[config.mk]
export PLATFORM = sky130hd
export DESIGN_NAME = gobou_img_arb_flat
export DESIGN_NICKNAME = d
export VERILOG_FILES = /design/src/rtl/gobou_img_arb_pkg.sv /design/src/rtl/gobou_img_arb_if.sv /design/src/rtl/gobou_img_arb_seq.sv /design/src/rtl/gobou_img_arb.sv /design/src/flat_wrapper.sv
export SDC_FILE = /design/constraint.sdc
export NUM_CORES = 1
export LEC_CHECK = 0
export ABC_AREA = 1
export ABC_CLOCK_PERIOD_IN_PS = 5150
export CAP_MARGIN = 10
export CORE_ASPECT_RATIO = 0.8
export CORE_MARGIN = 2
export CORE_UTILIZATION = 34
export DETAILED_ROUTE_END_ITERATION = 16
export PLACE_DENSITY_LB_ADDON = 0.12
export SKIP_LAST_GASP = 1
export SYNTH_ARGS = -nofsm -noshare
export SYNTH_HDL_FRONTEND = slang
export SYNTH_SLANG_ARGS = --single-unit
[constraint.sdc]
create_clock -name clk -period 5.15 [get_ports clk]
set_input_delay 1.03 -clock clk [delete_from_list [all_inputs] [get_ports clk]]
set_output_delay 1.03 -clock clk [all_outputs]
set_load 0.01 [all_outputs]
[src/rtl/gobou_img_arb_pkg.sv]
// gobou_img_arb_pkg
//   Shared gobou image-memory constants and the arbiter state encoding.
//   DWIDTH_DEF   : image memory word width
//   IMGSIZE_DEF  : image memory address width (depth 2**IMGSIZE_DEF)
//   HOST_GAP_DEF : core reads between forced host slots (GOBOU_IMG_ARB_FAIR_EN builds)
package gobou_img_arb_pkg;

   localparam int unsigned DWIDTH_DEF   = 16;
   localparam int unsigned IMGSIZE_DEF  = 12;
   localparam int unsigned HOST_GAP_DEF = 16;

   typedef enum logic [1:0] {
      ST_IDLE  = 2'd0,
      ST_HOST  = 2'd1,
      ST_BURST = 2'd2
   } arb_state_e;

endpackage

[src/rtl/gobou_img_arb_if.sv]
// gobou_img_arb_if
//   Bundles the host, core and image-memory signals of the image arbiter.
//   slave  : arbiter side (consumes requests and mem_rdata, drives the rest)
//   master : environment side (host, core and memory)
//   Host   : host_req/host_we/host_addr/host_wdata -> host_ack/host_rvalid/host_rdata
//   Core   : core_start/core_base/core_len -> core_busy/core_rvalid/core_rdata/core_done
//   Memory : mem_we/mem_addr/mem_wdata -> mem_rdata (registered address, 1-cycle latency)
interface gobou_img_arb_if
   import gobou_img_arb_pkg::*;
#(
   parameter int unsigned DWIDTH  = DWIDTH_DEF,
   parameter int unsigned IMGSIZE = IMGSIZE_DEF
) ();

   logic               host_req;
   logic               host_we;
   logic [IMGSIZE-1:0] host_addr;
   logic [DWIDTH-1:0]  host_wdata;
   logic               host_ack;
   logic               host_rvalid;
   logic [DWIDTH-1:0]  host_rdata;

   logic               core_start;
   logic [IMGSIZE-1:0] core_base;
   logic [IMGSIZE-1:0] core_len;
   logic               core_busy;
   logic               core_rvalid;
   logic [DWIDTH-1:0]  core_rdata;
   logic               core_done;

   logic               mem_we;
   logic [IMGSIZE-1:0] mem_addr;
   logic [DWIDTH-1:0]  mem_wdata;
   logic [DWIDTH-1:0]  mem_rdata;

   modport slave (
      input  host_req, host_we, host_addr, host_wdata,
      output host_ack, host_rvalid, host_rdata,
      input  core_start, core_base, core_len,
      output core_busy, core_rvalid, core_rdata, core_done,
      output mem_we, mem_addr, mem_wdata,
      input  mem_rdata
   );

   modport master (
      output host_req, host_we, host_addr, host_wdata,
      input  host_ack, host_rvalid, host_rdata,
      output core_start, core_base, core_len,
      input  core_busy, core_rvalid, core_rdata, core_done,
      input  mem_we, mem_addr, mem_wdata,
      output mem_rdata
   );

endinterface

[src/rtl/gobou_img_arb_seq.sv]
// gobou_img_arb_seq
//   Burst address sequencer: latches base/length, walks the word index and
//   wraps the address modulo 2**IMGSIZE.
//   clk, xrst : clock, synchronous active-low reset
//   load      : latch base_in/len_in; index 0 is issued by the caller this cycle
//   adv       : the current address (addr) was issued, step the index
//   issue     : another burst read is pending
//   last      : the pending read is the final one of the burst
//   addr      : address of the pending read
module gobou_img_arb_seq
   import gobou_img_arb_pkg::*;
#(
   parameter int unsigned IMGSIZE = IMGSIZE_DEF
) (
   input  logic               clk,
   input  logic               xrst,
   input  logic               load,
   input  logic               adv,
   input  logic [IMGSIZE-1:0] base_in,
   input  logic [IMGSIZE-1:0] len_in,
   output logic               issue,
   output logic               last,
   output logic [IMGSIZE-1:0] addr
);

   logic [IMGSIZE-1:0] base_q, base_d;
   logic [IMGSIZE-1:0] len_q,  len_d;
   logic [IMGSIZE-1:0] idx_q,  idx_d;

   // Outputs depend on state only, so the caller may use them to decide adv.
   always_comb begin
      issue  = (idx_q != len_q);
      last   = (idx_q == len_q - IMGSIZE'(1));
      addr   = base_q + idx_q;
      base_d = base_q;
      len_d  = len_q;
      idx_d  = idx_q;
      if (load) begin
         // Index 0 goes out alongside the load, so the next pending read is 1.
         base_d = base_in;
         len_d  = len_in;
         idx_d  = IMGSIZE'(1);
      end else if (adv) begin
         idx_d  = idx_q + IMGSIZE'(1);
      end
   end

   always_ff @(posedge clk) begin
      if (!xrst) begin
         base_q <= '0;
         len_q  <= '0;
         idx_q  <= '0;
      end else begin
         base_q <= base_d;
         len_q  <= len_d;
         idx_q  <= idx_d;
      end
   end

endmodule

[src/rtl/gobou_img_arb.sv]
// gobou_img_arb
//   Arbiter/sequencer sharing the single-port gobou image memory between
//   host single-word accesses and core sequential burst reads.
//   clk, xrst : clock, synchronous active-low reset
//   bus       : gobou_img_arb_if.slave (host, core and memory signal groups)
//   Memory commands are registered: a grant decided in cycle t drives the
//   memory in t+1 and read data returns on mem_rdata in t+2.
//   Optional macro GOBOU_IMG_ARB_FAIR_EN: inserts a host slot into a burst
//   after every HOST_GAP consecutive core reads while host_req is held.
module gobou_img_arb
   import gobou_img_arb_pkg::*;
#(
   parameter int unsigned DWIDTH  = DWIDTH_DEF,
   parameter int unsigned IMGSIZE = IMGSIZE_DEF
`ifdef GOBOU_IMG_ARB_FAIR_EN
   ,
   parameter int unsigned HOST_GAP = HOST_GAP_DEF
`endif
) (
   input logic            clk,
   input logic            xrst,
   gobou_img_arb_if.slave bus
);

   arb_state_e         state_q, state_d;
   logic               mem_we_q, mem_we_d;
   logic [IMGSIZE-1:0] mem_addr_q, mem_addr_d;
   logic [DWIDTH-1:0]  mem_wdata_q, mem_wdata_d;
   logic               host_ack_q, host_ack_d;
   logic               host_rvalid_q, host_rvalid_d;
   logic               core_rd_q, core_rd_d;       // memory bus carries a core read
   logic               core_last_q, core_last_d;   // ... and it is the burst's final one
   logic               core_rvalid_q, core_rvalid_d;
   logic               core_done_q, core_done_d;
   logic               core_busy_q, core_busy_d;

   logic               seq_load, seq_adv, seq_issue, seq_last;
   logic [IMGSIZE-1:0] seq_addr;

`ifdef GOBOU_IMG_ARB_FAIR_EN
   localparam int unsigned GAP_W = $clog2(HOST_GAP + 1);
   logic [GAP_W-1:0]   gap_q, gap_d;
   logic               resume_q, resume_d;         // HOST slot was taken out of a burst
`else
`endif

   gobou_img_arb_seq #(
      .IMGSIZE (IMGSIZE)
   ) u_seq (
      .clk     (clk),
      .xrst    (xrst),
      .load    (seq_load),
      .adv     (seq_adv),
      .base_in (bus.core_base),
      .len_in  (bus.core_len),
      .issue   (seq_issue),
      .last    (seq_last),
      .addr    (seq_addr)
   );

   always_comb begin
      state_d       = state_q;
      mem_we_d      = 1'b0;
      mem_addr_d    = '0;
      mem_wdata_d   = '0;
      host_ack_d    = 1'b0;
      core_rd_d     = 1'b0;
      core_last_d   = 1'b0;
      seq_load      = 1'b0;
      seq_adv       = 1'b0;
      // Response flags follow the command that is on the memory bus this cycle.
      host_rvalid_d = (state_q == ST_HOST) && !mem_we_q;
      core_rvalid_d = core_rd_q;
      core_done_d   = core_rd_q && core_last_q;
      // Busy holds through the cycle of the final rvalid/done.
      core_busy_d   = core_busy_q && !core_done_q;
`ifdef GOBOU_IMG_ARB_FAIR_EN
      gap_d         = gap_q;
      resume_d      = 1'b0;
`else
`endif

      unique case (state_q)
         ST_IDLE: begin
            if (bus.core_start && !core_busy_q && (bus.core_len != '0)) begin
               // Index 0 is issued straight from the start inputs.
               seq_load    = 1'b1;
               state_d     = ST_BURST;
               core_busy_d = 1'b1;
               mem_addr_d  = bus.core_base;
               core_rd_d   = 1'b1;
               core_last_d = (bus.core_len == IMGSIZE'(1));
`ifdef GOBOU_IMG_ARB_FAIR_EN
               gap_d       = bus.host_req ? GAP_W'(1) : '0;
`else
`endif
            end else if (bus.core_start && !core_busy_q) begin
               core_done_d = 1'b1;
            end else if (bus.host_req) begin
               state_d     = ST_HOST;
               mem_we_d    = bus.host_we;
               mem_addr_d  = bus.host_addr;
               mem_wdata_d = bus.host_wdata;
               host_ack_d  = 1'b1;
            end
         end

         ST_HOST: begin
            state_d = ST_IDLE;
`ifdef GOBOU_IMG_ARB_FAIR_EN
            if (resume_q && seq_issue) begin
               state_d     = ST_BURST;
               seq_adv     = 1'b1;
               mem_addr_d  = seq_addr;
               core_rd_d   = 1'b1;
               core_last_d = seq_last;
               gap_d       = bus.host_req ? GAP_W'(1) : '0;
            end
`else
`endif
         end

         ST_BURST: begin
`ifdef GOBOU_IMG_ARB_FAIR_EN
            if (bus.host_req && seq_issue && (gap_q == GAP_W'(HOST_GAP))) begin
               // Stall the burst for one host slot; the index is held.
               state_d     = ST_HOST;
               mem_we_d    = bus.host_we;
               mem_addr_d  = bus.host_addr;
               mem_wdata_d = bus.host_wdata;
               host_ack_d  = 1'b1;
               resume_d    = 1'b1;
               gap_d       = '0;
            end else if (seq_issue) begin
               seq_adv     = 1'b1;
               mem_addr_d  = seq_addr;
               core_rd_d   = 1'b1;
               core_last_d = seq_last;
               gap_d       = bus.host_req ? gap_q + GAP_W'(1) : '0;
            end else begin
               state_d     = ST_IDLE;
            end
`else
            if (seq_issue) begin
               seq_adv     = 1'b1;
               mem_addr_d  = seq_addr;
               core_rd_d   = 1'b1;
               core_last_d = seq_last;
            end else begin
               state_d     = ST_IDLE;
            end
`endif
         end

         default: state_d = ST_IDLE;
      endcase
   end

   always_ff @(posedge clk) begin
      if (!xrst) begin
         state_q       <= ST_IDLE;
         mem_we_q      <= 1'b0;
         mem_addr_q    <= '0;
         mem_wdata_q   <= '0;
         host_ack_q    <= 1'b0;
         host_rvalid_q <= 1'b0;
         core_rd_q     <= 1'b0;
         core_last_q   <= 1'b0;
         core_rvalid_q <= 1'b0;
         core_done_q   <= 1'b0;
         core_busy_q   <= 1'b0;
`ifdef GOBOU_IMG_ARB_FAIR_EN
         gap_q         <= '0;
         resume_q      <= 1'b0;
`else
`endif
      end else begin
         state_q       <= state_d;
         mem_we_q      <= mem_we_d;
         mem_addr_q    <= mem_addr_d;
         mem_wdata_q   <= mem_wdata_d;
         host_ack_q    <= host_ack_d;
         host_rvalid_q <= host_rvalid_d;
         core_rd_q     <= core_rd_d;
         core_last_q   <= core_last_d;
         core_rvalid_q <= core_rvalid_d;
         core_done_q   <= core_done_d;
         core_busy_q   <= core_busy_d;
`ifdef GOBOU_IMG_ARB_FAIR_EN
         gap_q         <= gap_d;
         resume_q      <= resume_d;
`else
`endif
      end
   end

   assign bus.mem_we      = mem_we_q;
   assign bus.mem_addr    = mem_addr_q;
   assign bus.mem_wdata   = mem_wdata_q;
   assign bus.host_ack    = host_ack_q;
   assign bus.host_rvalid = host_rvalid_q;
   assign bus.core_rvalid = core_rvalid_q;
   assign bus.core_done   = core_done_q;
   assign bus.core_busy   = core_busy_q;
   // Memory output is already registered; gate it so idle data reads as 0.
   assign bus.host_rdata  = host_rvalid_q ? bus.mem_rdata : '0;
   assign bus.core_rdata  = core_rvalid_q ? bus.mem_rdata : '0;

endmodule
[src/flat_wrapper.sv]
// flat-port wrapper written by rule: the top's interface ports become plain ports
module gobou_img_arb_flat import gobou_img_arb_pkg::*;
#(
   parameter int unsigned DWIDTH  = DWIDTH_DEF,
   parameter int unsigned IMGSIZE = IMGSIZE_DEF

)
  (clk, xrst, bus_host_req, bus_host_we, bus_host_addr, bus_host_wdata, bus_host_ack, bus_host_rvalid, bus_host_rdata, bus_core_start, bus_core_base, bus_core_len, bus_core_busy, bus_core_rvalid, bus_core_rdata, bus_core_done, bus_mem_we, bus_mem_addr, bus_mem_wdata, bus_mem_rdata);
  gobou_img_arb_if #(.DWIDTH(DWIDTH), .IMGSIZE(IMGSIZE)) bus_i ();
  input logic clk;
  input logic xrst;
  input wire logic [$bits(bus_i.host_req)-1:0] bus_host_req;
  input wire logic [$bits(bus_i.host_we)-1:0] bus_host_we;
  input wire logic [$bits(bus_i.host_addr)-1:0] bus_host_addr;
  input wire logic [$bits(bus_i.host_wdata)-1:0] bus_host_wdata;
  output wire logic [$bits(bus_i.host_ack)-1:0] bus_host_ack;
  output wire logic [$bits(bus_i.host_rvalid)-1:0] bus_host_rvalid;
  output wire logic [$bits(bus_i.host_rdata)-1:0] bus_host_rdata;
  input wire logic [$bits(bus_i.core_start)-1:0] bus_core_start;
  input wire logic [$bits(bus_i.core_base)-1:0] bus_core_base;
  input wire logic [$bits(bus_i.core_len)-1:0] bus_core_len;
  output wire logic [$bits(bus_i.core_busy)-1:0] bus_core_busy;
  output wire logic [$bits(bus_i.core_rvalid)-1:0] bus_core_rvalid;
  output wire logic [$bits(bus_i.core_rdata)-1:0] bus_core_rdata;
  output wire logic [$bits(bus_i.core_done)-1:0] bus_core_done;
  output wire logic [$bits(bus_i.mem_we)-1:0] bus_mem_we;
  output wire logic [$bits(bus_i.mem_addr)-1:0] bus_mem_addr;
  output wire logic [$bits(bus_i.mem_wdata)-1:0] bus_mem_wdata;
  input wire logic [$bits(bus_i.mem_rdata)-1:0] bus_mem_rdata;
  assign bus_i.host_req = bus_host_req;
  assign bus_i.host_we = bus_host_we;
  assign bus_i.host_addr = bus_host_addr;
  assign bus_i.host_wdata = bus_host_wdata;
  assign bus_host_ack = bus_i.host_ack;
  assign bus_host_rvalid = bus_i.host_rvalid;
  assign bus_host_rdata = bus_i.host_rdata;
  assign bus_i.core_start = bus_core_start;
  assign bus_i.core_base = bus_core_base;
  assign bus_i.core_len = bus_core_len;
  assign bus_core_busy = bus_i.core_busy;
  assign bus_core_rvalid = bus_i.core_rvalid;
  assign bus_core_rdata = bus_i.core_rdata;
  assign bus_core_done = bus_i.core_done;
  assign bus_mem_we = bus_i.mem_we;
  assign bus_mem_addr = bus_i.mem_addr;
  assign bus_mem_wdata = bus_i.mem_wdata;
  assign bus_i.mem_rdata = bus_mem_rdata;
  gobou_img_arb #(.DWIDTH(DWIDTH), .IMGSIZE(IMGSIZE)) u_core (.clk(clk), .xrst(xrst), .bus(bus_i));
endmodule
==> impl_metrics.env, run 1 <==
export IMPL_place_ws_ns=1.93
export IMPL_drv_slew=0
export IMPL_nFillCells=1244
export IMPL_finalNonFillerCells=928
export IMPL_htree_levels=3
export IMPL_clock_sinks=74
export IMPL_worst_pin_slew_ns=0.683
export IMPL_tns_ns=0
export IMPL_grt_pass1_wl_um=20000
export IMPL_port_buffers=138
export IMPL_yosysSeqAreaShare_pct=35.8
export IMPL_grt_usage_pct=19.5
export IMPL_drt_iter0_markers=217
export IMPL_die_w_um=127
export IMPL_synth_area_mm2=0.00414
export IMPL_max_slew_margin_pct=54.3
export IMPL_period_share_pct=62.5
export IMPL_grt_pass1_vias=3957
export IMPL_vdd_drop_max_v=0.000158
export IMPL_synthMuxAreaShare_pct=0
export IMPL_start_util_pct=34.4
export IMPL_synthAdderAreaFrac_pct=4.41
export IMPL_rows=36
export IMPL_max_freq_mhz=311
export IMPL_regToRegEndpoint="u_core.bus.mem_addr[6]"
export IMPL_outcome="finished clean"
export IMPL_final_setup_skew_ns=0.00638
export IMPL_reg2reg_depth=9
export IMPL_synth_compound_area_share_pct=12.1
export IMPL_layout_commonest_cell="nand2_1"
export IMPL_worst_hold_slack_ns=0.431
export IMPL_post_route_min_period_ns=3.22
export IMPL_rrSetupSlack_ns=2.99
export IMPL_clk_path_buf_depth=2
export IMPL_place_gp_congestion=0.846
export IMPL_layout_common_cells="187 x nand2_1, 138 x clkdlybuf4s50_1, 99 x inv_1, 74 x dfxtp_1, 66 x nor2_1"
export IMPL_synth_seq_cells=74
export IMPL_startpoint_type="input pin"
export IMPL_hold_depth=2
export IMPL_rsz0062_at_grt="no"
export IMPL_hold_path_class="reg -> reg"
export IMPL_maxCapViolCount=0
export IMPL_synth_edf_count=0
export IMPL_final_area_mm2=0.00594
export IMPL_cp_end_kind="output pin"
export IMPL_synth_async_reset_ratio_pct=0
export IMPL_synth_simple_area_share_pct=32.1
export IMPL_postSynthCellCount=638
export IMPL_ys_warn_count=0
export IMPL_antenna_found_initial=0
export IMPL_hold_end="u_core.bus.core_rvalid"
export IMPL_dp_cells=912
export IMPL_worst_slack_ns=1.93
export IMPL_criticalPathCategory="in -> out"
export IMPL_power_mw=1.70
export IMPL_synth_avg_cell_area_um2=6.49
export IMPL_first_pass_iters=4
export IMPL_clockRootBuffer="clkbuf_16"
export IMPL_yosys_area_share_xor_xnor_pct=2.75
export IMPL_synth_net_count=725
export IMPL_routedWlPerCell_um=13.7
export IMPL_vias_per_cell=4.68
export IMPL_hpwl_um=10100
export IMPL_post_cts_buffers=0
export IMPL_drc_errors=0
export IMPL_dieArea_mm2=0.0131
export IMPL_cts_made_buffers=9
export IMPL_wirelength_um=12700
export IMPL_placed_area_mm2=0.00563
export IMPL_synth_cell_type_count=40
export IMPL_worst_hold_startpoint="u_core.core_rd_q"
export IMPL_hold_viol_final=0
export IMPL_worstPathRequired_ns=4.12
export IMPL_grt_max_degree=29
export IMPL_r2r_start="u_core.u_seq.idx_q[0]"
export IMPL_power_leakage_nw=2.81
export IMPL_antenna_left=0
export IMPL_cp_data_arrival_time_ns=2.19
export IMPL_clkTransAtPathRegs_ns=0.06
export IMPL_cp_max_fo=2
export IMPL_synth_top_family_by_area="simple AND/OR/NAND/NOR gates"
export IMPL_diodes=0
export IMPL_multi_input_area_mm2=0.00213
export IMPL_vias=4341
export IMPL_cts_tree="done"
export IMPL_final_util_pct=49.4
export IMPL_insertion_delay_ns=0.35
export IMPL_ioPinCount=139
export IMPL_synth_main_ff_cell="dfxtp_1"
export IMPL_placeableCoreArea_mm2=0.0120
export IMPL_setup_viol=0
export IMPL_syn_to_final_growth_pct=43.3
export IMPL_nets=858
export IMPL_grt_ovfl_total=0
export IMPL_drive_above_1_share_pct=6.83
export IMPL_seq_area_mm2=0.00148
export IMPL_powerDensity_mw_per_mm2=287
export IMPL_cts_hold_buf=0
export IMPL_die_h_um=103
export IMPL_cts_resized=0
area by class of cell:
class / count / share of cell area [%]
flip-flops and latches: 74 / 24.9
repair buffers: 139 / 23.4
well taps: 152 / 3.20
clock buffers: 9 / 3.79
clock inverters: 7 / 1.39
multi-input cells: 430 / 35.8
inverters: 117 / 7.44
where the power goes:
part	total, mW	leakage, nW	switching, mW	internal [mW]
logic	0.398	2.06	0.222	0.175
registers	0.647	0.605	0.0334	0.614
clock network	0.660	0.145	0.276	0.384
total	1.70	2.81	0.532	1.17
synthesized netlist by cell type (2+ instances only):
master,n,share of area (%)
nand3_1,26,3.1
nand3_2,6,1.4
nor2_2,5,0.76
xnor2_1,4,0.85
xor2_1,9,1.9
o21ai_0,17,2.1
nand2_1,187,17
nor2_1,66,6.0
nor2_4,2,0.54
buf_1,2,0.18
o21ai_1,4,0.48
o22ai_1,9,1.4
nand3b_1,2,0.36
a31oi_1,4,0.60
buf_6,2,0.54
o31ai_1,8,1.4
a21oi_1,41,5.0
nor3_1,10,1.2
buf_2,4,0.48
clkbuf_1,7,0.63
inv_2,17,1.5
inv_1,99,9.0
nand4_1,3,0.45
buf_4,2,0.36
dfxtp_1,74,36
ha_1,13,3.9
nand2_2,2,0.30
worst max path at each step:
stage | start | end | slack (ns)
floorplan | bus_mem_rdata[15] | bus_core_rdata[15] | 2.96
global route | bus_mem_rdata[1] | bus_host_rdata[1] | 1.88
CTS | bus_mem_rdata[15] | bus_host_rdata[15] | 1.92
detailed placement | bus_mem_rdata[15] | bus_host_rdata[15] | 1.93
finish | bus_mem_rdata[0] | bus_host_rdata[0] | 1.93
global placement | bus_mem_rdata[15] | bus_core_rdata[15] | 1.94
state kept, by name, summed over array words and instances, names as in the netlist, 2 cells and up:
| signal | flops |
|---|---|
| u_core.bus.mem_wdata | 16 |
| u_core.bus.mem_addr | 12 |
| u_core.u_seq.base_q | 12 |
| u_core.u_seq.idx_q | 12 |
| u_core.u_seq.len_q | 12 |
| u_core.state_q | 2 |
cells by family (layout without fill, tap and decap cells):
kind of cell             Yosys count  in the layout
AND/OR/NAND/NOR                  314            314
buffers and inverters            134            272
AO/OA/AOI/OAI                     89             89
flip-flops                        74             74
adder cells (fa/ha/maj)           14             14
XOR/XNOR                          13             13
worst max-delay path: stages:
cell             delay, ns
clkdlybuf4s50_1       0.49
nand2_1               0.06
inv_1                 0.07
clkdlybuf4s50_1       0.53
metal layers:
layer	up-vias	part of all wire [%]	wire length [µm]	global-route usage (%)
met5	-	0	0	0
met2	89	46	5820	31.1
met3	12	4.6	582	5.14
li1	2252	-	-	-
met4	0	1.4	178	4.82
met1	1988	48	6130	26.6
Note: power is estimated with default switching activity, not from simulation.
==> run 2, diff against run 1 <==
- ABC_CLOCK_PERIOD_IN_PS: 5150 -> 3100
- clock period: 5.15 -> 3.1 ns (I/O delays scaled with it)
==> run 2 against run 1 <==
Power rose by 73%; sequential share of layout area fell by 0.25 points; critical path depth did not move; final area rose by 1.0%; setup slack got worse by 1.2 ns; count of clock-buffer cells in the layout rose by 3; first-iteration DRC count rose by 28%; hold slack got worse by 0.0020 ns; combinational power rose by 65%; largest cell class unchanged; core utilization rose by 0.50 points.
==> impl_metrics.env, run 2 (synthesis results as in run 1) <==
export IMPL_outcome="finished clean"
export IMPL_clockPowerShare_pct=41.2
export IMPL_drive_above_1_share_pct=6.93
export IMPL_placeableCoreArea_mm2=0.0120
export IMPL_worst_pin_slew_ns=0.603
export IMPL_post_cts_buffers=0
export IMPL_drc_errors=0
export IMPL_place_gp_congestion=0.876
export IMPL_die_w_um=127
export IMPL_cp_slowest_stage_delay_ns=0.53
export IMPL_clock_sinks=74
export IMPL_path_buf_inv=3
export IMPL_setup_viol=0
export IMPL_cts_hold_buf=0
export IMPL_max_slew_margin_pct=59.8
export IMPL_period_share_pct=77.1
export IMPL_cts_resized=0
export IMPL_grt_usage_pct=18.7
export IMPL_power_frac_comb_pct=22.3
export IMPL_grt_pass1_wl_um=19300
export IMPL_rows=36
export IMPL_antenna_found_initial=0
export IMPL_drv_slew=0
export IMPL_tns_ns=0
export IMPL_layout_commonest_cell="nand2_1"
export IMPL_clkTransAtPathRegs_ns=0.06
export IMPL_crit_slowest_cell="clkdlybuf4s50_1"
export IMPL_cp_top_family="buffers and inverters"
export IMPL_dieArea_mm2=0.0131
export IMPL_vdd_drop_max_v=0.000254
export IMPL_hold_path_class="reg -> reg"
export IMPL_clk_path_buf_depth=2
export IMPL_final_util_pct=49.9
export IMPL_cts_made_buffers=9
export IMPL_largest_reg_flops=16
export IMPL_powerDensity_mw_per_mm2=491
export IMPL_htree_levels=3
export IMPL_drt_iter0_markers=278
export IMPL_path_cells="clkdlybuf4s50_1 > nand2_1 > inv_1 > clkdlybuf4s50_1"
export IMPL_nets=861
export IMPL_hpwl_um=9770
export IMPL_worstPathRequired_ns=2.48
export IMPL_antenna_left=0
export IMPL_ioPinCount=139
export IMPL_worst_slack_ns=0.710
export IMPL_vias_per_cell=4.66
export IMPL_cp_max_fo=2
export IMPL_grt_max_degree=25
export IMPL_p_seq_share_pct=36.5
export IMPL_startpoint_type="input pin"
export IMPL_clockRootBuffer="clkbuf_16"
export IMPL_cts_tree="done"
export IMPL_worst_hold_slack_ns=0.429
export IMPL_cp_data_arrival_time_ns=1.77
export IMPL_finalNonFillerCells=931
export IMPL_maxCapViolCount=0
export IMPL_routedWlPerCell_um=13.2
export IMPL_max_freq_mhz=418
export IMPL_cpMostUsedCell="clkdlybuf4s50_1"
export IMPL_cp_end_kind="output pin"
export IMPL_power_leakage_nw=2.85
export IMPL_first_pass_iters=5
export IMPL_top_usage_layer="met2"
export IMPL_grt_met1_usage_pct=26.3
export IMPL_post_route_min_period_ns=2.39
export IMPL_p_sw_share_pct=27.8
export IMPL_place_ws_ns=0.552
export IMPL_hold_viol_final=0
export IMPL_dp_cells=915
export IMPL_layout_common_cells="187 x nand2_1, 138 x clkdlybuf4s50_1, 99 x inv_1, 74 x dfxtp_1, 66 x nor2_1"
export IMPL_grt_pass1_vias=3836
export IMPL_vias=4341
export IMPL_port_buffers=138
export IMPL_wirelength_um=12300
export IMPL_grt_ovfl_total=0
export IMPL_use_met2_pct=29.7
export IMPL_criticalPathCategory="in -> out"
export IMPL_met3_usage_pct=4.31
export IMPL_diodes=0
export IMPL_insertion_delay_ns=0.34
export IMPL_syn_to_final_growth_pct=44.8
export IMPL_p_int_mw=2.13
export IMPL_die_h_um=103
export IMPL_start_util_pct=34.4
export IMPL_rsz0062_at_grt="no"
export IMPL_final_setup_skew_ns=0.00474
export IMPL_p_switching_mw=0.820
## run 2: cell types whose count changed in the layout (fill, tap and decap cells not counted), sizes merged
cell,delta
inv,-4
buf,+3
clkinv,+1
clkinvlp,-2
clkbuf,+3
bufinv,+2
## run 2: through the flow
stage / area, µm² / total power, mW
final: 6000 / 2.95
after global routing: 6000 / 3.11
after detailed placement: 5650 / 1.75
after CTS: 6000 / 2.98
after global placement: 5650 / 1.75
after floorplan: 4140 / 1.48
## run 2: metal layers
layer	vias to the layer above	part of all wire [%]
met1	1949	48
met5	-	0
met2	128	45
met4	0	0.71
li1	2256	-
met3	8	5.7
## run 2: worst reg2reg max path, delay by kind of cell, from the launching register on
kind / cells / cell delay, ns
simple gates: 5 / 0.46
compound gates: 2 / 0.43
flops: 1 / 0.45
buf+inv: 1 / 0.07
fa+ha+maj: 2 / 0.66
## run 2: area by class of cell
class / count / area [µm²]
inverter: 117 / 442
sequential: 74 / 1480
clock inverter: 4 / 98.8
multi-input combinational: 430 / 2130
fill: 1236 / 6030
tap: 152 / 190
clock buffer: 12 / 246
timing repair buffer: 142 / 1410
## run 2: final timing paths
check	startpoint	endpoint	slack, ns	cells after the start
max	bus_mem_rdata[6]	bus_host_rdata[6]	0.71	4
max reg2reg	u_core.u_seq.idx_q[0]	u_core.bus.mem_addr[10]	0.95	10
min	u_core.bus.mem_we	u_core.bus.host_rvalid	0.43	1
min reg2reg	u_core.bus.mem_we	u_core.bus.host_rvalid	0.43	1
## run 2: power by group through the flow
| stage | sequential [mW] | combinational, mW | clock, mW |
|---|---|---|---|
| finish | 1.07 | 0.658 | 1.21 |
| global route | 1.08 | 0.738 | 1.28 |
| detailed placement | 1.10 | 0.656 | 0 |
| global placement | 1.10 | 0.651 | 0 |
| CTS | 1.08 | 0.659 | 1.25 |
| floorplan | 1.09 | 0.385 | 0 |
==> run 3, diff against run 2 <==
- ABC_CLOCK_PERIOD_IN_PS: 3100 -> 2500
- clock period: 3.1 -> 2.5 ns (I/O delays scaled with it)
==> run 3 against run 2 <==
Routed wire length rose by 2.7%; global-route usage up 0.43 points; critical path depth shrank 1; via count rose by 0.83%; combinational power up 26%; sequential share of layout area up 0.088 points; die area unchanged; clock power is 7% higher; non-clock buffer count up 4; core utilization is 0.18 points lower; count of clock-buffer cells in the layout is 2 lower; critical endpoint is now bus_core_rdata[6]; largest cell class unchanged.
==> impl_metrics.env, run 3 (synthesis results as in run 1) <==
export IMPL_period_share_pct=89.8
export IMPL_hold_depth=2
export IMPL_dieArea_mm2=0.0131
export IMPL_power_mw=3.46
export IMPL_crit_cells=3
export IMPL_cts_made_buffers=9
export IMPL_cp_slowest_stage_delay_ns=0.69
export IMPL_rows=36
export IMPL_worstPathRequired_ns=2.00
export IMPL_drive_above_1_share_pct=7.54
export IMPL_rsz0062_at_grt="no"
export IMPL_final_area_mm2=0.00598
export IMPL_ioPinCount=139
export IMPL_first_pass_iters=4
export IMPL_layout_common_cells="187 x nand2_1, 138 x clkdlybuf4s50_1, 99 x inv_1, 74 x dfxtp_1, 66 x nor2_1"
export IMPL_cp_max_fo=17
export IMPL_hpwl_um=10000
export IMPL_layout_commonest_cell="nand2_1"
export IMPL_criticalPathCategory="reg -> out"
export IMPL_multi_input_area_mm2=0.00213
export IMPL_cp_data_arrival_time_ns=1.75
export IMPL_cts_tree="done"
export IMPL_worst_pin_slew_ns=0.583
export IMPL_tns_ns=0
export IMPL_outcome="finished clean"
export IMPL_max_freq_mhz=445
export IMPL_insertion_delay_ns=0.34
export IMPL_drc_errors=0
export IMPL_syn_to_final_growth_pct=44.3
export IMPL_cts_resized=0
export IMPL_clock_sinks=74
export IMPL_placed_area_mm2=0.00568
export IMPL_port_buffers=138
export IMPL_cp_top_family="flip-flops"
export IMPL_max_slew_margin_pct=61.1
export IMPL_vdd_drop_max_v=0.000273
export IMPL_powerDensity_mw_per_mm2=579
export IMPL_routedWlPerCell_um=13.5
export IMPL_placeableCoreArea_mm2=0.0120
export IMPL_nets=865
export IMPL_path_cells="nand2_1 > inv_1 > clkdlybuf4s50_1"
export IMPL_cp_end_kind="output pin"
export IMPL_clockRootBuffer="clkbuf_16"
export IMPL_nFillCells=1232
export IMPL_die_h_um=103
export IMPL_grt_pass1_vias=4079
export IMPL_place_gp_congestion=0.892
export IMPL_htree_levels=3
export IMPL_post_cts_buffers=0
export IMPL_clk_path_buf_depth=2
export IMPL_antenna_left=0
export IMPL_vias=4377
export IMPL_final_util_pct=49.7
export IMPL_antenna_found_initial=0
export IMPL_cts_hold_buf=0
export IMPL_power_leakage_nw=2.84
export IMPL_die_w_um=127
export IMPL_startpoint_type="flip-flop"
export IMPL_drt_iter0_markers=237
export IMPL_clkTransAtPathRegs_ns=0.06
export IMPL_grt_max_degree=25
export IMPL_grt_usage_pct=19.2
export IMPL_largest_reg_flops=16
export IMPL_post_route_min_period_ns=2.25
export IMPL_crit_slowest_cell="dfxtp_1"
export IMPL_maxCapViolCount=0
export IMPL_vias_per_cell=4.68
export IMPL_seq_area_mm2=0.00148
export IMPL_start_util_pct=34.4
export IMPL_path_buf_inv=2
export IMPL_worst_hold_slack_ns=0.436
export IMPL_grt_ovfl_total=0
export IMPL_hold_viol_final=0
export IMPL_grt_pass1_wl_um=19900
export IMPL_hold_path_class="reg -> reg"
export IMPL_drv_slew=0
export IMPL_wirelength_um=12600
export IMPL_reg2reg_depth=10
export IMPL_diodes=0
export IMPL_setup_viol=0
export IMPL_final_setup_skew_ns=0.00680
run 3: worst paths after layout:
kind	from	to	slack, ns
max	u_core.bus.core_rvalid	bus_core_rdata[6]	0.25
min reg2reg	u_core.core_rd_q	u_core.bus.core_rvalid	0.44
min	u_core.core_rd_q	u_core.bus.core_rvalid	0.44
max reg2reg	u_core.u_seq.idx_q[0]	u_core.bus.mem_addr[10]	0.35
run 3: worst register-to-register path: cells and delay by family, from the launching register on:
| kind | cells | cell delay (ns) |
|---|---|---|
| buffers and inverters | 1 | 0.07 |
| DFF | 1 | 0.46 |
| and+or+nand+nor | 5 | 0.49 |
| adders and majority gates | 2 | 0.66 |
| AOI/OAI and AO/OA | 2 | 0.42 |
run 3: stage by stage:
stage               cells  setup slack, ns
finish                935            0.254
global route          935            0.107
CTS                   935            0.216
detailed placement    919            0.232
global placement      919            0.286
floorplan             638            0.711
run 3: final cells by class:
| type | count | area share, % |
|---|---|---|
| flip-flops and latches | 74 | 24.8 |
| clock buffers | 10 | 3.83 |
| multi-input cells | 430 | 35.6 |
| repair buffers | 146 | 24.1 |
| well taps | 152 | 3.18 |
| clock inverters | 6 | 1.09 |
| inverters | 117 | 7.39 |
run 3: layer usage:
metal,share of wire [%],GRT usage [%],wire length [µm],vias up
li1,-,-,-,2262
met1,47,26.1,5890,2003
met2,47,31.6,5940,103
met3,5.5,3.68,691,9
met4,0.96,4.82,121,0
met5,0,0,0,-
run 3: power breakdown:
part	total, mW	internal, mW	switching [mW]	leakage [nW]
Combinational	0.828	0.374	0.454	2.10
Sequential	1.33	1.27	0.0688	0.605
Clock	1.30	0.775	0.525	0.143
